## config.mk

```make
export PLATFORM = sky130hd
export DESIGN_NAME = pg_alu_domain_ctrl_flat
export DESIGN_NICKNAME = d
export VERILOG_FILES = /design/src/rtl/pg_alu_domain_ctrl_if.sv /design/src/rtl/pg_alu_domain_ctrl.sv /design/src/flat_wrapper.sv
export SDC_FILE = /design/constraint.sdc
export NUM_CORES = 1
export LEC_CHECK = 0
export CAP_MARGIN = 20
export CORE_MARGIN = 5
export CORE_UTILIZATION = 40
export CTS_BUF_LIST = sky130_fd_sc_hd__clkbuf_4 sky130_fd_sc_hd__clkbuf_8 sky130_fd_sc_hd__clkbuf_16
export DETAILED_ROUTE_END_ITERATION = 10
export GPL_TIMING_DRIVEN = 1
export PLACE_DENSITY = 0.67
export SYNTH_ARGS = -nofsm -noshare
export SYNTH_HDL_FRONTEND = slang
export SYNTH_SLANG_ARGS = --single-unit
```

## constraint.sdc

```tcl
create_clock -name clk -period 9.75 [get_ports clk]
set_input_delay 1.4625 -clock clk [delete_from_list [all_inputs] [get_ports clk]]
set_output_delay 1.4625 -clock clk [all_outputs]
set_load 0.01 [all_outputs]
```

## src/rtl/pg_alu_domain_ctrl_if.sv

```systemverilog
// Core-side bundle for the power-gated ALU domain: operands, start/done
// handshake, power request and the sequencer's power/isolation outputs.
interface pg_alu_domain_ctrl_if #(
    parameter int WIDTH = 16
);
    logic             pwr_req;
    logic [WIDTH-1:0] A;
    logic [WIDTH-1:0] B;
    logic [3:0]       opcode;
    logic             start;
    logic             alu_pwr_en;
    logic             iso_en;
    logic             pwr_ack;
    logic             busy;
    logic             done;
    logic             start_err;
    logic [WIDTH-1:0] result;
    logic [WIDTH-1:0] clamp_obs;

    modport master (
        output pwr_req, A, B, opcode, start,
        input  alu_pwr_en, iso_en, pwr_ack, busy, done, start_err,
        input  result, clamp_obs
    );

    modport slave (
        input  pwr_req, A, B, opcode, start,
        output alu_pwr_en, iso_en, pwr_ack, busy, done, start_err,
        output result, clamp_obs
    );
endinterface

```

## src/rtl/pg_alu_domain_ctrl.sv

```systemverilog
// Power-gated ALU with isolate-before-off / power-before-deisolate sequencing.
// PG_ALU_RETENTION_EN: result register keeps its value across a power cycle.
module pg_alu_domain_ctrl #(
    parameter int               WIDTH         = 16,
    parameter logic [WIDTH-1:0] CLAMP_VAL     = '0,
    parameter int               PWR_UP_CYCLES = 4,
    parameter int               ISO_CYCLES    = 2
) (
    input logic           clk,
    input logic           rst_n,
    pg_alu_domain_ctrl_if.slave bus
);
    localparam int SHW  = $clog2(WIDTH);
    localparam int SEQM = (PWR_UP_CYCLES > ISO_CYCLES) ? PWR_UP_CYCLES : ISO_CYCLES;
    localparam int CMAX = (SEQM > WIDTH) ? SEQM : WIDTH;
    localparam int CW   = $clog2(CMAX + 1);

    typedef enum logic [2:0] {
        OFF, PWR_UP, DEISO, IDLE, BUSY, ISO, PWR_DN
    } state_e;

    state_e           state_q, state_d;
    logic [CW-1:0]    cnt_q, cnt_d;
    logic [WIDTH-1:0] result_q, result_d;
    logic [WIDTH-1:0] acc_q, acc_d;
    logic [WIDTH-1:0] mcand_q, mcand_d;
    logic [WIDTH-1:0] mplier_q, mplier_d;
    logic             done_q, done_d;
    logic             err_q, err_d;
    logic             err_pend_q, err_pend_d;
    logic [WIDTH-1:0] alu_res;
    logic             op_legal;
    logic             op_mul;
    logic             reject;

    assign op_legal = (bus.opcode <= 4'd8);
    assign op_mul   = (bus.opcode == 4'd8);
    assign reject   = bus.start && ((state_q != IDLE) || !op_legal);

    always_ff @(posedge clk) begin
        if (!rst_n) state_q <= OFF;
        else        state_q <= state_d;
    end

    always_comb begin
        state_d = state_q;
        unique case (state_q)
            OFF:    if (bus.pwr_req) state_d = PWR_UP;
            PWR_UP: if (cnt_q == CW'(PWR_UP_CYCLES - 1)) state_d = DEISO;
            DEISO:  if (cnt_q == CW'(ISO_CYCLES - 1)) state_d = IDLE;
            IDLE: begin
                if (bus.start) begin
                    if (op_legal) state_d = BUSY;
                end else if (!bus.pwr_req) begin
                    state_d = ISO;
                end
            end
            BUSY:   if (done_q) state_d = IDLE;
            ISO:    if (cnt_q == CW'(ISO_CYCLES - 1)) state_d = PWR_DN;
            PWR_DN: state_d = OFF;
            default: state_d = OFF;
        endcase
    end

    always_comb begin
        bus.alu_pwr_en = 1'b1;
        bus.iso_en     = 1'b1;
        bus.pwr_ack    = 1'b0;
        bus.busy       = 1'b0;
        unique case (state_q)
            OFF, PWR_DN: bus.alu_pwr_en = 1'b0;
            IDLE: begin
                bus.iso_en  = 1'b0;
                bus.pwr_ack = 1'b1;
            end
            BUSY: begin
                bus.iso_en  = 1'b0;
                bus.pwr_ack = 1'b1;
                bus.busy    = 1'b1;
            end
            default: ;
        endcase
    end

    always_comb begin
        case (bus.opcode)
            4'd0:    alu_res = bus.A + bus.B;
            4'd1:    alu_res = bus.A - bus.B;
            4'd2:    alu_res = bus.A & bus.B;
            4'd3:    alu_res = bus.A | bus.B;
            4'd4:    alu_res = bus.A ^ bus.B;
            4'd5:    alu_res = ~bus.A;
            4'd6:    alu_res = bus.A << bus.B[SHW-1:0];
            4'd7:    alu_res = bus.A >> bus.B[SHW-1:0];
            default: alu_res = '0;
        endcase
    end

    // Multiply retires bit 0 on the accept edge, so WIDTH-1 more steps remain.
    always_comb begin
        result_d = result_q;
        acc_d    = acc_q;
        mcand_d  = mcand_q;
        mplier_d = mplier_q;
        done_d   = 1'b0;
        if (state_d != state_q) begin
            cnt_d = '0;
        end else if (state_q inside {PWR_UP, DEISO, BUSY, ISO}) begin
            cnt_d = cnt_q + 1'b1;
        end else begin
            cnt_d = cnt_q;
        end
        unique case (state_q)
            OFF: begin
`ifdef PG_ALU_RETENTION_EN
                result_d = result_q;
`else
                if (state_d == PWR_UP) result_d = '0;
`endif
            end
            IDLE: begin
                if (bus.start && op_legal) begin
                    if (op_mul) begin
                        acc_d    = bus.B[0] ? bus.A : '0;
                        mcand_d  = bus.A << 1;
                        mplier_d = bus.B >> 1;
                    end else begin
                        result_d = alu_res;
                        done_d   = 1'b1;
                    end
                end
            end
            BUSY: begin
                if (!done_q) begin
                    acc_d    = acc_q + (mplier_q[0] ? mcand_q : '0);
                    mcand_d  = mcand_q << 1;
                    mplier_d = mplier_q >> 1;
                    if (cnt_q == CW'(WIDTH - 2)) begin
                        result_d = acc_d;
                        done_d   = 1'b1;
                    end
                end
            end
            default: ;
        endcase
        // A reject landing on a done cycle is reported one cycle later.
        err_d      = (reject && !done_d) || err_pend_q;
        err_pend_d = reject && done_d;
    end

    always_ff @(posedge clk) begin
        if (!rst_n) begin
            cnt_q      <= '0;
            result_q   <= '0;
            acc_q      <= '0;
            mcand_q    <= '0;
            mplier_q   <= '0;
            done_q     <= 1'b0;
            err_q      <= 1'b0;
            err_pend_q <= 1'b0;
        end else begin
            cnt_q      <= cnt_d;
            result_q   <= result_d;
            acc_q      <= acc_d;
            mcand_q    <= mcand_d;
            mplier_q   <= mplier_d;
            done_q     <= done_d;
            err_q      <= err_d;
            err_pend_q <= err_pend_d;
        end
    end

    assign bus.done      = done_q;
    assign bus.start_err = err_q;
    assign bus.result    = bus.iso_en ? CLAMP_VAL : result_q;
    assign bus.clamp_obs = CLAMP_VAL;
endmodule

```

## src/flat_wrapper.sv

```systemverilog
// flat-port wrapper written by rule: the top's interface ports become plain ports
module pg_alu_domain_ctrl_flat 
#(
    parameter int               WIDTH         = 16,
    parameter logic [WIDTH-1:0] CLAMP_VAL     = '0,
    parameter int               PWR_UP_CYCLES = 4,
    parameter int               ISO_CYCLES    = 2
)
  (clk, rst_n, bus_pwr_req, bus_A, bus_B, bus_opcode, bus_start, bus_alu_pwr_en, bus_iso_en, bus_pwr_ack, bus_busy, bus_done, bus_start_err, bus_result, bus_clamp_obs);
  pg_alu_domain_ctrl_if #(.WIDTH(WIDTH)) bus_i ();
  input logic clk;
  input logic rst_n;
  input wire logic [$bits(bus_i.pwr_req)-1:0] bus_pwr_req;
  input wire logic [$bits(bus_i.A)-1:0] bus_A;
  input wire logic [$bits(bus_i.B)-1:0] bus_B;
  input wire logic [$bits(bus_i.opcode)-1:0] bus_opcode;
  input wire logic [$bits(bus_i.start)-1:0] bus_start;
  output wire logic [$bits(bus_i.alu_pwr_en)-1:0] bus_alu_pwr_en;
  output wire logic [$bits(bus_i.iso_en)-1:0] bus_iso_en;
  output wire logic [$bits(bus_i.pwr_ack)-1:0] bus_pwr_ack;
  output wire logic [$bits(bus_i.busy)-1:0] bus_busy;
  output wire logic [$bits(bus_i.done)-1:0] bus_done;
  output wire logic [$bits(bus_i.start_err)-1:0] bus_start_err;
  output wire logic [$bits(bus_i.result)-1:0] bus_result;
  output wire logic [$bits(bus_i.clamp_obs)-1:0] bus_clamp_obs;
  assign bus_i.pwr_req = bus_pwr_req;
  assign bus_i.A = bus_A;
  assign bus_i.B = bus_B;
  assign bus_i.opcode = bus_opcode;
  assign bus_i.start = bus_start;
  assign bus_alu_pwr_en = bus_i.alu_pwr_en;
  assign bus_iso_en = bus_i.iso_en;
  assign bus_pwr_ack = bus_i.pwr_ack;
  assign bus_busy = bus_i.busy;
  assign bus_done = bus_i.done;
  assign bus_start_err = bus_i.start_err;
  assign bus_result = bus_i.result;
  assign bus_clamp_obs = bus_i.clamp_obs;
  pg_alu_domain_ctrl #(.WIDTH(WIDTH), .CLAMP_VAL(CLAMP_VAL), .PWR_UP_CYCLES(PWR_UP_CYCLES), .ISO_CYCLES(ISO_CYCLES)) u_core (.clk(clk), .rst_n(rst_n), .bus(bus_i));
endmodule
```

Yosys cells after proc, flatten, opt, wreduce, memory -nomap -nowiden
Index checks and enable logic that the tools add are counted.
{ "classes": {"addsub": 4, "magnitude_cmp": 1, "n_eq_ne": 26, "shift": 2, "n_mux": 40, "bitwise": 5, "reduce_logical": 18} }
{ "op_table": {"columns": ["op", "count"], "rows": [
  ["2-to-1 mux 16 bit", 17],
  ["case mux 16 bit (8 select lines)", 1],
  ["case mux 16 bit (2 select lines)", 3],
  ["case mux 16 bit (3 select lines)", 1],
  ["adder 16 bit", 2],
  ["2-to-1 mux 3 bit", 8],
  ["case mux 3 bit (6 select lines)", 1],
  ["AND 16 bit", 1],
  ["== test 4 x 3 -> 1 bit (second input constant)", 4],
  ["inverter 16 bit", 1],
  ["bitwise OR 16 bit", 1],
  ["<< shifter 16 x 4 -> 16 bit", 1],
  [">> shifter 16 x 4 -> 16 bit", 1],
  ["subtractor 16 bit", 1],
  ["bitwise XOR 16 bit", 1],
  ["== test 3 bit (second input constant)", 3],
  ["== test 4 x 2 -> 1 bit (second input constant)", 2],
  ["2-to-1 mux 1 bit", 8],
  ["== test 3 x 1 -> 1 bit (second input constant)", 2],
  ["== test 3 x 2 -> 1 bit (second input constant)", 2],
  ["inequality test 2 x 1 -> 1 bit (second input constant)", 3],
  ["inequality test 2 bit (second input constant)", 3],
  ["AND reduction 6 bit", 1],
  ["OR reduction 2 bit", 3],
  ["other kinds (20)", 25]
]} }
{ "totals": {"register_bits": 75, "input_bits": 40, "output_inout_bits": 38, "elab_cells": 105} }

Logic depth before layout (Yosys ltp)
Gate-level depths: netlist of the first run.
{ "depth": {"depth_word": 7, "depth_mapped": 18, "mapped_depth_nobuf": 15} }

Least setup slack after synthesis of the first run
No wires, ideal clock.
{ "synth_path": {"path_type": "input port to flip-flop", "start": "in bus_B[0]", "end": "reg u_core.result_q[12]", "setup_ns": 0.132, "t_arrival_ns": 4.610, "t_required_ns": 9.618, "setup_slack_ns": 5.007, "stages": 18, "n_path_buf": 3, "path_cell_list": "buf_6 -> inv_2 -> buf_1 -> ha_1 -> nand3_1 -> nor2_1 -> a21oi_1 -> xnor2_1 -> ha_1 -> clkbuf_1 -> and4_1 -> nand2_1 -> a21oi_1 -> a2111o_1 -> xor2_1 -> a211o_1 -> a21oi_1 -> a21oi_1"} }
{ "synth_between": {"elab_chain_len": 5, "elab_cells_between_ends": 8, "classes_between": "add/sub (2); shift (2); mux (4)"} }
{ "synth_lines": {"columns": ["item", "line_no", "rtl"], "rows": [
  ["from (decl)", "flat_wrapper.sv:15", "input wire logic [$bits(bus_i.B)-1:0] bus_B;"],
  ["subtractor 16 bit, or another cell as far along", "pg_alu_domain_ctrl.sv:88", "4'd1: alu_res = bus.A - bus.B;"],
  ["case mux 16 bit (8 select lines) (*)", "pg_alu_domain_ctrl.sv:86", "case (bus.opcode)"],
  ["2-to-1 mux 16 bit (*)", "pg_alu_domain_ctrl.sv:123", "if (op_mul) begin"],
  ["2-to-1 mux 16 bit (*)", "pg_alu_domain_ctrl.sv:122", "if (bus.start && op_legal) begin"],
  ["case mux 16 bit (3 select lines) (*)", "pg_alu_domain_ctrl.sv:113", "unique case (state_q)"],
  ["to (signal assigned)", "pg_alu_domain_ctrl.sv:163", "result_q <= result_d;"],
  ["to (decl)", "pg_alu_domain_ctrl.sv:24", "logic [WIDTH-1:0] result_q, result_d;"]
]} }
Every way passes the cells marked *; elsewhere a longest branch is shown, timed or not. The select of a mux whose other input is x is not followed.
A chain may end at the register's enable or synchronous reset.

Final worst setup path of the first run
{ "layout_path": {"start": "in bus_B[1]", "end": "reg u_core.result_q[12]"} }
Same word-level chain as after synthesis.

==> metrics.txt, run 1 <==
number of buffers inserted by hold repair at cts=0; headroom to the max-slew limit=28.26%; Routed wire per std cell=20.56 um; via-per-instance ratio=roughly 6.0; synthesized-area fraction occupied by xor and xnor cells=around 5%; Initial Utilization=40.54%; total detailed-routing wirelength=between 20000 and 30000 um; GRT overflow=0; Worst setup SP type=input pin; number of cells on the worst reg-to-reg path=11; fillcell total=1911; number of warnings issued by yosys=0; first-pass GRT wire length=41030 um; crit end category=flip-flop; endpoint with the worst hold slack=u_core.bus.start_err$_SDFF_PN0_; pins over their slew limit=0; final worst-path cycle share=55.18%; final setup violating endpoints=0; height of the chip=147.7 um; input/output buffers=roughly 60; routability-driven placement congestion ratio=0.9421; endpoints failing hold=0; IR Drop Worst-Case VDD=0.00008184 V; number of flops mapped to enable cells by yosys=0; adder-cell area share of the yosys netlist=11.42%; antenna violations before repair=0; vias in the first global route=7261; classification of the worst setup path=input pin to flip-flop; P per Cell Area=approximately 110 nW/um2; shortest clock period the worst path allows after layout=between 5 and 6 ns; area fraction in and, or, nand and nor cells after synthesis=20.74%; Top FF cell, synth=dfxtp_1; Global Route Usage Sum=23.72%; Clock H-tree levels=3; static leakage power=~3.4 nW; top-level I/O count=around 80; reg-to-reg endpoint=u_core.result_q[15]$_SDFFE_PN0P_; Max Buffers Root-to-Sink=2; path class of the lowest-slack min-delay path=flip-flop to flip-flop; Reg-to-Reg Start=u_core.mplier_q[0]$_SDFFE_PN0P_; Die Footprint=21810 um2; Routed Antenna Nets=0; Max-cap violations=0; Mean Syn Cell Area=7.464 um2; root cell of the clock tree=clkbuf_16; core footprint=between 15000 and 20000 um2; number of vias after detailed routing=7665; footprint of the multi-input gates=5578 um2; Sinks on Clock Net=73; die width=147.7 um; Compound-Gate Fraction of Synth Area=28.16%; CP arrival=5.56 ns; site row count=50; maximum clock rate=0.1859 GHz; result of the run=complete, no violations; total inserted antenna cells=0; pin count of the biggest net entering global routing=91; first-pass detailed-route iteration total=5; Finished Core Util=between 40 and 50%; CTS tree=yes; Post-Syn Area=7584 um2; Layout Nets=around 1100; required time worst endpoint=9.93 ns; post_cts resized=0; Detailed Route Iter0 Violations=640; setup fix buffers added after clock tree synthesis=0; clock-pin slew on the worst setup and hold paths=roughly 0.070 ns; min-delay src=u_core.err_pend_q$_SDFF_PN0_; final clock skew=0.01054 ns; transition time at the pin with the least slew margin=roughly 1.1 ns; aggregate negative setup slack=0 ns; FFs w/ async S/R, synth=0%; Synth Instances=1016; #FFs+latches synth=73; depth of the worst hold-timing path=2; number of buffers inserted during clock tree synthesis=9; unrepaired setup endpoints after global routing=false; main combinational cell family by area after synthesis=compound AO/OA/AOI/OAI gates; setup slack on the worst flop-to-flop path=approximately 6.5 ns; worst skew pair latency=0.35 ns; ratio of cells with drive above 1 in the final layout=6.172%; Seq. cell area=1461 um2; placed wire-length estimate after detailed placement=19420 um; Area growth syn-to-layout=12.16%; number of unique standard cell types used by synthesis=between 70 and 80; Seq/Total Area, Yosys=between 10% and 20%; maximum fanout along the worst path=44; remaining design rule violation count=0; multiplexer area fraction after synthesis=between 7 and 8%
cell families after synthesis:
group,after synthesis
simple gates,335
compound gates,323
buf+inv,130
flops,73
fa+ha+maj,68
xor+xnor,44
mux,42
other cells,1
where the power goes:
| part | switching [mW] | internal [mW] |
|---|---|---|
| sequential | 0.00600 | 0.305 |
| combinational | 0.160 | 0.102 |
| clock | 0.143 | 0.200 |
| total | 0.309 | 0.606 |
sequential cells by signal (all words and copies together) (netlist names):
name / flops
u_core.cnt_q: 5
u_core.err_pend_q: 1
u_core.mcand_q: 15
u_core.acc_q: 16
u_core.result_q: 16
u_core.bus.done: 1
u_core.bus.start_err: 1
u_core.mplier_q: 15
u_core.state_q: 3
layout make-up:
class                   count  share of cell area, %
repair buffers             73                  8.179
clock inverters             7                 0.8973
well taps                 234                  3.442
inverters                  47                  2.074
clock buffers               9                  2.648
multi-input cells         828                  65.58
flip-flops and latches     73                  17.18
worst max path at each step:
stage	from	end	slack [ns]	cells after the start
after floorplan	bus_B[0]	u_core.result_q[12]$_SDFFE_PN0P_	5.01	18
after global placement	bus_B[1]	u_core.result_q[12]$_SDFFE_PN0P_	4.13	16
after detailed placement	bus_B[1]	u_core.result_q[12]$_SDFFE_PN0P_	4.10	16
after CTS	bus_B[1]	u_core.result_q[12]$_SDFFE_PN0P_	4.45	16
after global routing	bus_B[1]	u_core.result_q[12]$_SDFFE_PN0P_	4.08	16
final	bus_B[1]	u_core.result_q[12]$_SDFFE_PN0P_	4.37	16
worst max-delay path, stage by stage:
cell,delay [ns]
buf_2,0.73
clkinv_1,0.53
ha_1,0.38
nand3_1,0.12
nor2_1,0.10
a41oi_1,0.26
xnor2_1,0.15
ha_1,0.31
and4_1,0.24
nand2_1,0.09
a21oi_1,0.04
a2111o_1,0.46
xor2_1,0.16
a211o_1,0.30
a21oi_1,0.14
a21oi_1,0.07
cell usage after synthesis, drive strengths merged, types with 3 or more instances:
master / count / area, um2
o211ai: 6 / 45.04
nand2: 75 / 294.0
o221ai: 11 / 96.34
nor2b: 12 / 82.58
xnor2: 33 / 289.0
nor2: 135 / 506.7
o32ai: 3 / 26.28
a211oi: 45 / 350.3
nand4: 4 / 25.02
a41oi: 4 / 35.03
o21ai: 60 / 300.3
or3: 5 / 31.28
a221oi: 3 / 26.28
o21bai: 3 / 22.52
a22oi: 7 / 57.55
ha: 66 / 825.8
and3: 5 / 31.28
a221o: 6 / 60.06
mux2: 7 / 82.57
a31oi: 24 / 150.1
dfxtp: 73 / 1461
a21o: 6 / 45.04
nand2b: 11 / 68.82
and2: 37 / 231.5
nand3b: 4 / 30.03
xor2: 11 / 96.34
a21oi: 89 / 449.2
buf: 49 / 296.5
inv: 46 / 172.7
nand3: 19 / 95.09
mux4: 10 / 225.2
o31ai: 11 / 92.58
nor3: 18 / 95.09
clkbuf: 34 / 127.6
a311oi: 5 / 43.79
a211o: 3 / 26.28
mux2i: 25 / 250.2
o22ai: 16 / 100.1
through the flow:
step	power (mW)	setup slack [ns]	cell area, um2	cells	hold slack, ns
global route	0.9588	4.083	8506	1271	0.5056
finish	0.9155	4.370	8506	1271	0.4714
floorplan	0.4936	5.007	7640	1031	0.4161
detailed placement	0.5722	4.099	8204	1255	0.4573
global placement	0.5734	4.134	8204	1255	0.4421
CTS	0.9154	4.454	8506	1271	0.4736
cells in the final DEF (no fill, tap or decap), types with 5 or more instances in the layout:
master             n
nor2_1           135
a21oi_1           88
dfxtp_1           73
nand2_1           72
ha_1              66
clkdlybuf4s50_1   60
o21ai_0           56
a211oi_1          44
inv_1             42
and2_1            37
xnor2_1           33
mux2i_1           25
a31oi_1           24
nand3_1           19
nor3_1            17
o22ai_1           16
conb_1            16
buf_4             12
nand2b_1          11
nor2b_1           11
xor2_1            11
o221ai_1          11
mux4_2            10
o31ai_1            9
clkbuf_16          9
mux2_2             6
o211ai_1           6
a21o_1             6
a22oi_1            6
a221o_1            6
and3_1             5
or3_1              5
a311oi_1           5
metal layers:
metal  part of all wire (%)  GRT usage [%]  vias up  wire (um)
li1                       -              -     3696          -
met1                     45          32.63     3614      11840
met2                     45          37.81      316      11700
met3                    7.4          4.506       39       1932
met4                    2.5          7.036        0        652
met5                      0              0        -          0
(Power assumes the default switching activity.)
==> run 2: changes to the inputs <==
Settings changed: PLACE_DENSITY 0.67 to 0.69.
Clock period 9.75 ns to 4.82 ns, I/O delays scaled along.
==> run 2 against run 1 <==
Compared with the run above: clock power up 130%; sequential cell count unchanged; global-route usage down 1.3 points; routed wire length down 4.1%.
==> metrics.txt, run 2 (same netlist as run 1, synthesis figures left out) <==
core footprint=18710 um2 (unchanged); pins over their slew limit=0 (unchanged); die width=147.7 um (unchanged); final clock skew=0.004981 ns (-0.005559 ns); count of placed standard cells including taps=1268 (+1.0%); Detailed Route Iter0 Violations=786 (+23%); Area growth syn-to-layout=14.44%; number of buffers inserted by hold repair at cts=0 (unchanged); cell class contributing the biggest share of worst-path delay=compound AO/OA/AOI/OAI gates; depth of the worst hold-timing path=2 (unchanged); cell repeated most along the worst path=a21oi_1; sequential share of power=32.1% (-1.8 points); pin count of the biggest net entering global routing=91 (unchanged); crit end category=flip-flop; setup fix buffers added after clock tree synthesis=0 (unchanged); root cell of the clock tree=clkbuf_16; unrepaired setup endpoints after global routing=false; power share of the clock group=40.7% (+3.2 points); endpoint with the worst hold slack=u_core.bus.start_err$_SDFF_PN0_; buffer and inverter count on the worst path=1 (-1); Routed wire per std cell=19.52 um (-5.1%); Reg-to-Reg Start=u_core.mplier_q[0]$_SDFFE_PN0P_; Clock H-tree levels=3 (unchanged); fillcell total=1851 (-3.1%); reg-to-reg endpoint=u_core.result_q[15]$_SDFFE_PN0P_; Initial Utilization=40.54% (unchanged); site row count=50 (unchanged); transition time at the pin with the least slew margin=0.9287 ns (-0.1474 ns); met1 WL=10870 um (-8.2%); result of the run=complete, no violations; post_cts resized=0 (unchanged); Cell Area, Placed=8324 um2 (+1.5%); number of buffers inserted during clock tree synthesis=9 (unchanged); worst skew pair latency=0.35 ns (about the same); sw frac=31.05% (-2.7 points); wire length on met2=10990 um (-6.1%); min-delay src=u_core.err_pend_q$_SDFF_PN0_; aggregate negative setup slack=0 ns (unchanged); antenna violations before repair=0 (unchanged); Max-cap violations=0 (unchanged); P per Cell Area=225.8 nW/um2 (+110%); maximum clock rate=0.2464 GHz; Worst path max stage delay=0.56 ns (-0.17 ns); Largest regs=u_core.acc_q: 16 flops, u_core.result_q: 16 flops; input/output buffers=61 (unchanged); number of cells on the worst reg-to-reg path=11 (unchanged); IR Drop Worst-Case VDD=0.0001158 V (+41%); placed wire-length estimate after detailed placement=18730 um (-3.5%); cell-by-cell listing of the critical path=clkdlybuf4s50_1, nor3_1, nand3_1, nor2_1, a41oi_1, xnor2_1, ha_1, and4_1, nand2_1, a21oi_1, a2111o_1, xor2_1, a211o_1, a21oi_1, a21oi_1; number of vias after detailed routing=7821 (+2.0%); top-level I/O count=78 (unchanged); classification of the worst setup path=input pin to flip-flop; most used cells in the layout excluding fill and tap cells=nor2_1 (135), a21oi_1 (88), dfxtp_1 (73), nand2_1 (72), ha_1 (66); required time worst endpoint=5.01 ns (-4.92 ns); most frequent standard cell in the layout excluding fill and tap cells=nor2_1; crit path max-delay cell type=clkdlybuf4s50_1; height of the chip=147.7 um (unchanged); final setup violating endpoints=0 (unchanged); GRT overflow=0 (unchanged); highest routing layer actually used=met4; total length of routed met3 wires=2455 um (+27%); CTS tree=yes; Worst setup SP type=input pin; path class of the lowest-slack min-delay path=flip-flop to flip-flop; first-pass detailed-route iteration total=6 (+1); routability-driven placement congestion ratio=0.9973 (+5.9%); maximum fanout along the worst path=6 (-86%); endpoints failing hold=0 (unchanged); shortest clock period the worst path allows after layout=4.058 ns; remaining design rule violation count=0 (unchanged); Layout Nets=1153 (+1.1%); final worst-path cycle share=84.20%; total inserted antenna cells=0 (unchanged); total detailed-routing wirelength=25060 um (-4.1%); vias in the first global route=7153 (-1.5%); final cell count without fillers=1284 (+1.0%); Routed Antenna Nets=0 (unchanged); Internal Pwr Total=1.351 mW (+120%); first-pass GRT wire length=39360 um (-4.1%); clock-pin slew on the worst setup and hold paths=0.06 ns (about the same); area of all placed cells without fillers=8678 um2 (+2.0%); CP arrival=4.25 ns (-1.31 ns); Global Route Usage Sum=22.38% (-1.3 points); Max Buffers Root-to-Sink=2 (unchanged); Die Footprint=21810 um2 (unchanged); ratio of cells with drive above 1 in the final layout=7.429% (+1.3 points); via-per-instance ratio=6.091 (+1.0%); headroom to the max-slew limit=38.09% (+9.8 points); net switching power=608.4 uW (+97%); setup slack on the worst flop-to-flop path=1.58 ns (-4.95 ns); proportion of power drawn by combinational gates=27.2% (-1.3 points); static leakage power=3.464 nW (+2.8%); Sinks on Clock Net=73 (unchanged)
[run 2: power by group through the flow]
stage / combinational [mW] / clock (mW) / sequential, mW
3_3_place_gp: 0.516 / 0 / 0.641
5_1_grt: 0.579 / 0.834 / 0.629
2_1_floorplan: 0.364 / 0 / 0.635
4_1_cts: 0.522 / 0.808 / 0.628
3_5_place_dp: 0.519 / 0 / 0.641
6_report: 0.533 / 0.798 / 0.628
[run 2: cell type report]
cell class	count	area, um2	area share (%)
multi-input combinational	828	5584	64.35
sequential	73	1461	16.84
timing repair buffer	86	809.5	9.328
tap	234	292.8	3.374
clock buffer	10	239.0	2.754
inverter	47	176.4	2.033
clock inverter	6	115.1	1.326
[run 2: metal layers]
metal / GRT usage [%] / vias up
li1: - / 3710
met1: 31.33 / 3637
met2: 34.30 / 404
met3: 4.537 / 70
met4: 7.642 / 0
met5: 0 / -
[run 2: worst reg2reg max path, cell delays in order (launching register included)]
cell	delay [ns]
dfxtp_1	0.48
and2_1	0.25
ha_1	0.23
fa_1	0.44
a21o_1	0.21
a2bb2oi_1	0.26
nand3_1	0.15
a311oi_1	0.48
a21oi_1	0.16
xnor2_1	0.16
nand2_1	0.10
a41oi_1	0.26
[run 2: stage by stage]
step	hold WS, ns	utilization, %	setup WS [ns]	total power [mW]
finish	0.4591	46.39	0.7618	1.959
global route	0.4831	46.39	0.5417	2.042
CTS	0.4616	46.39	0.8057	1.958
detailed placement	0.4350	44.50	0.4505	1.160
global placement	0.4478	44.44	0.5005	1.156
floorplan	0.4161	-	0.8168	0.9985
[run 2: worst max path at each step]
stage                     startpoint                          endpoint  depth (start not counted)
final                       bus_B[3]  u_core.result_q[12]$_SDFFE_PN0P_                         15
after global routing        bus_B[3]  u_core.result_q[12]$_SDFFE_PN0P_                         15
after CTS                   bus_B[3]  u_core.result_q[12]$_SDFFE_PN0P_                         15
after detailed placement    bus_B[3]  u_core.result_q[12]$_SDFFE_PN0P_                         15
after global placement      bus_B[3]  u_core.result_q[12]$_SDFFE_PN0P_                         15
after floorplan             bus_B[0]  u_core.result_q[12]$_SDFFE_PN0P_                         18
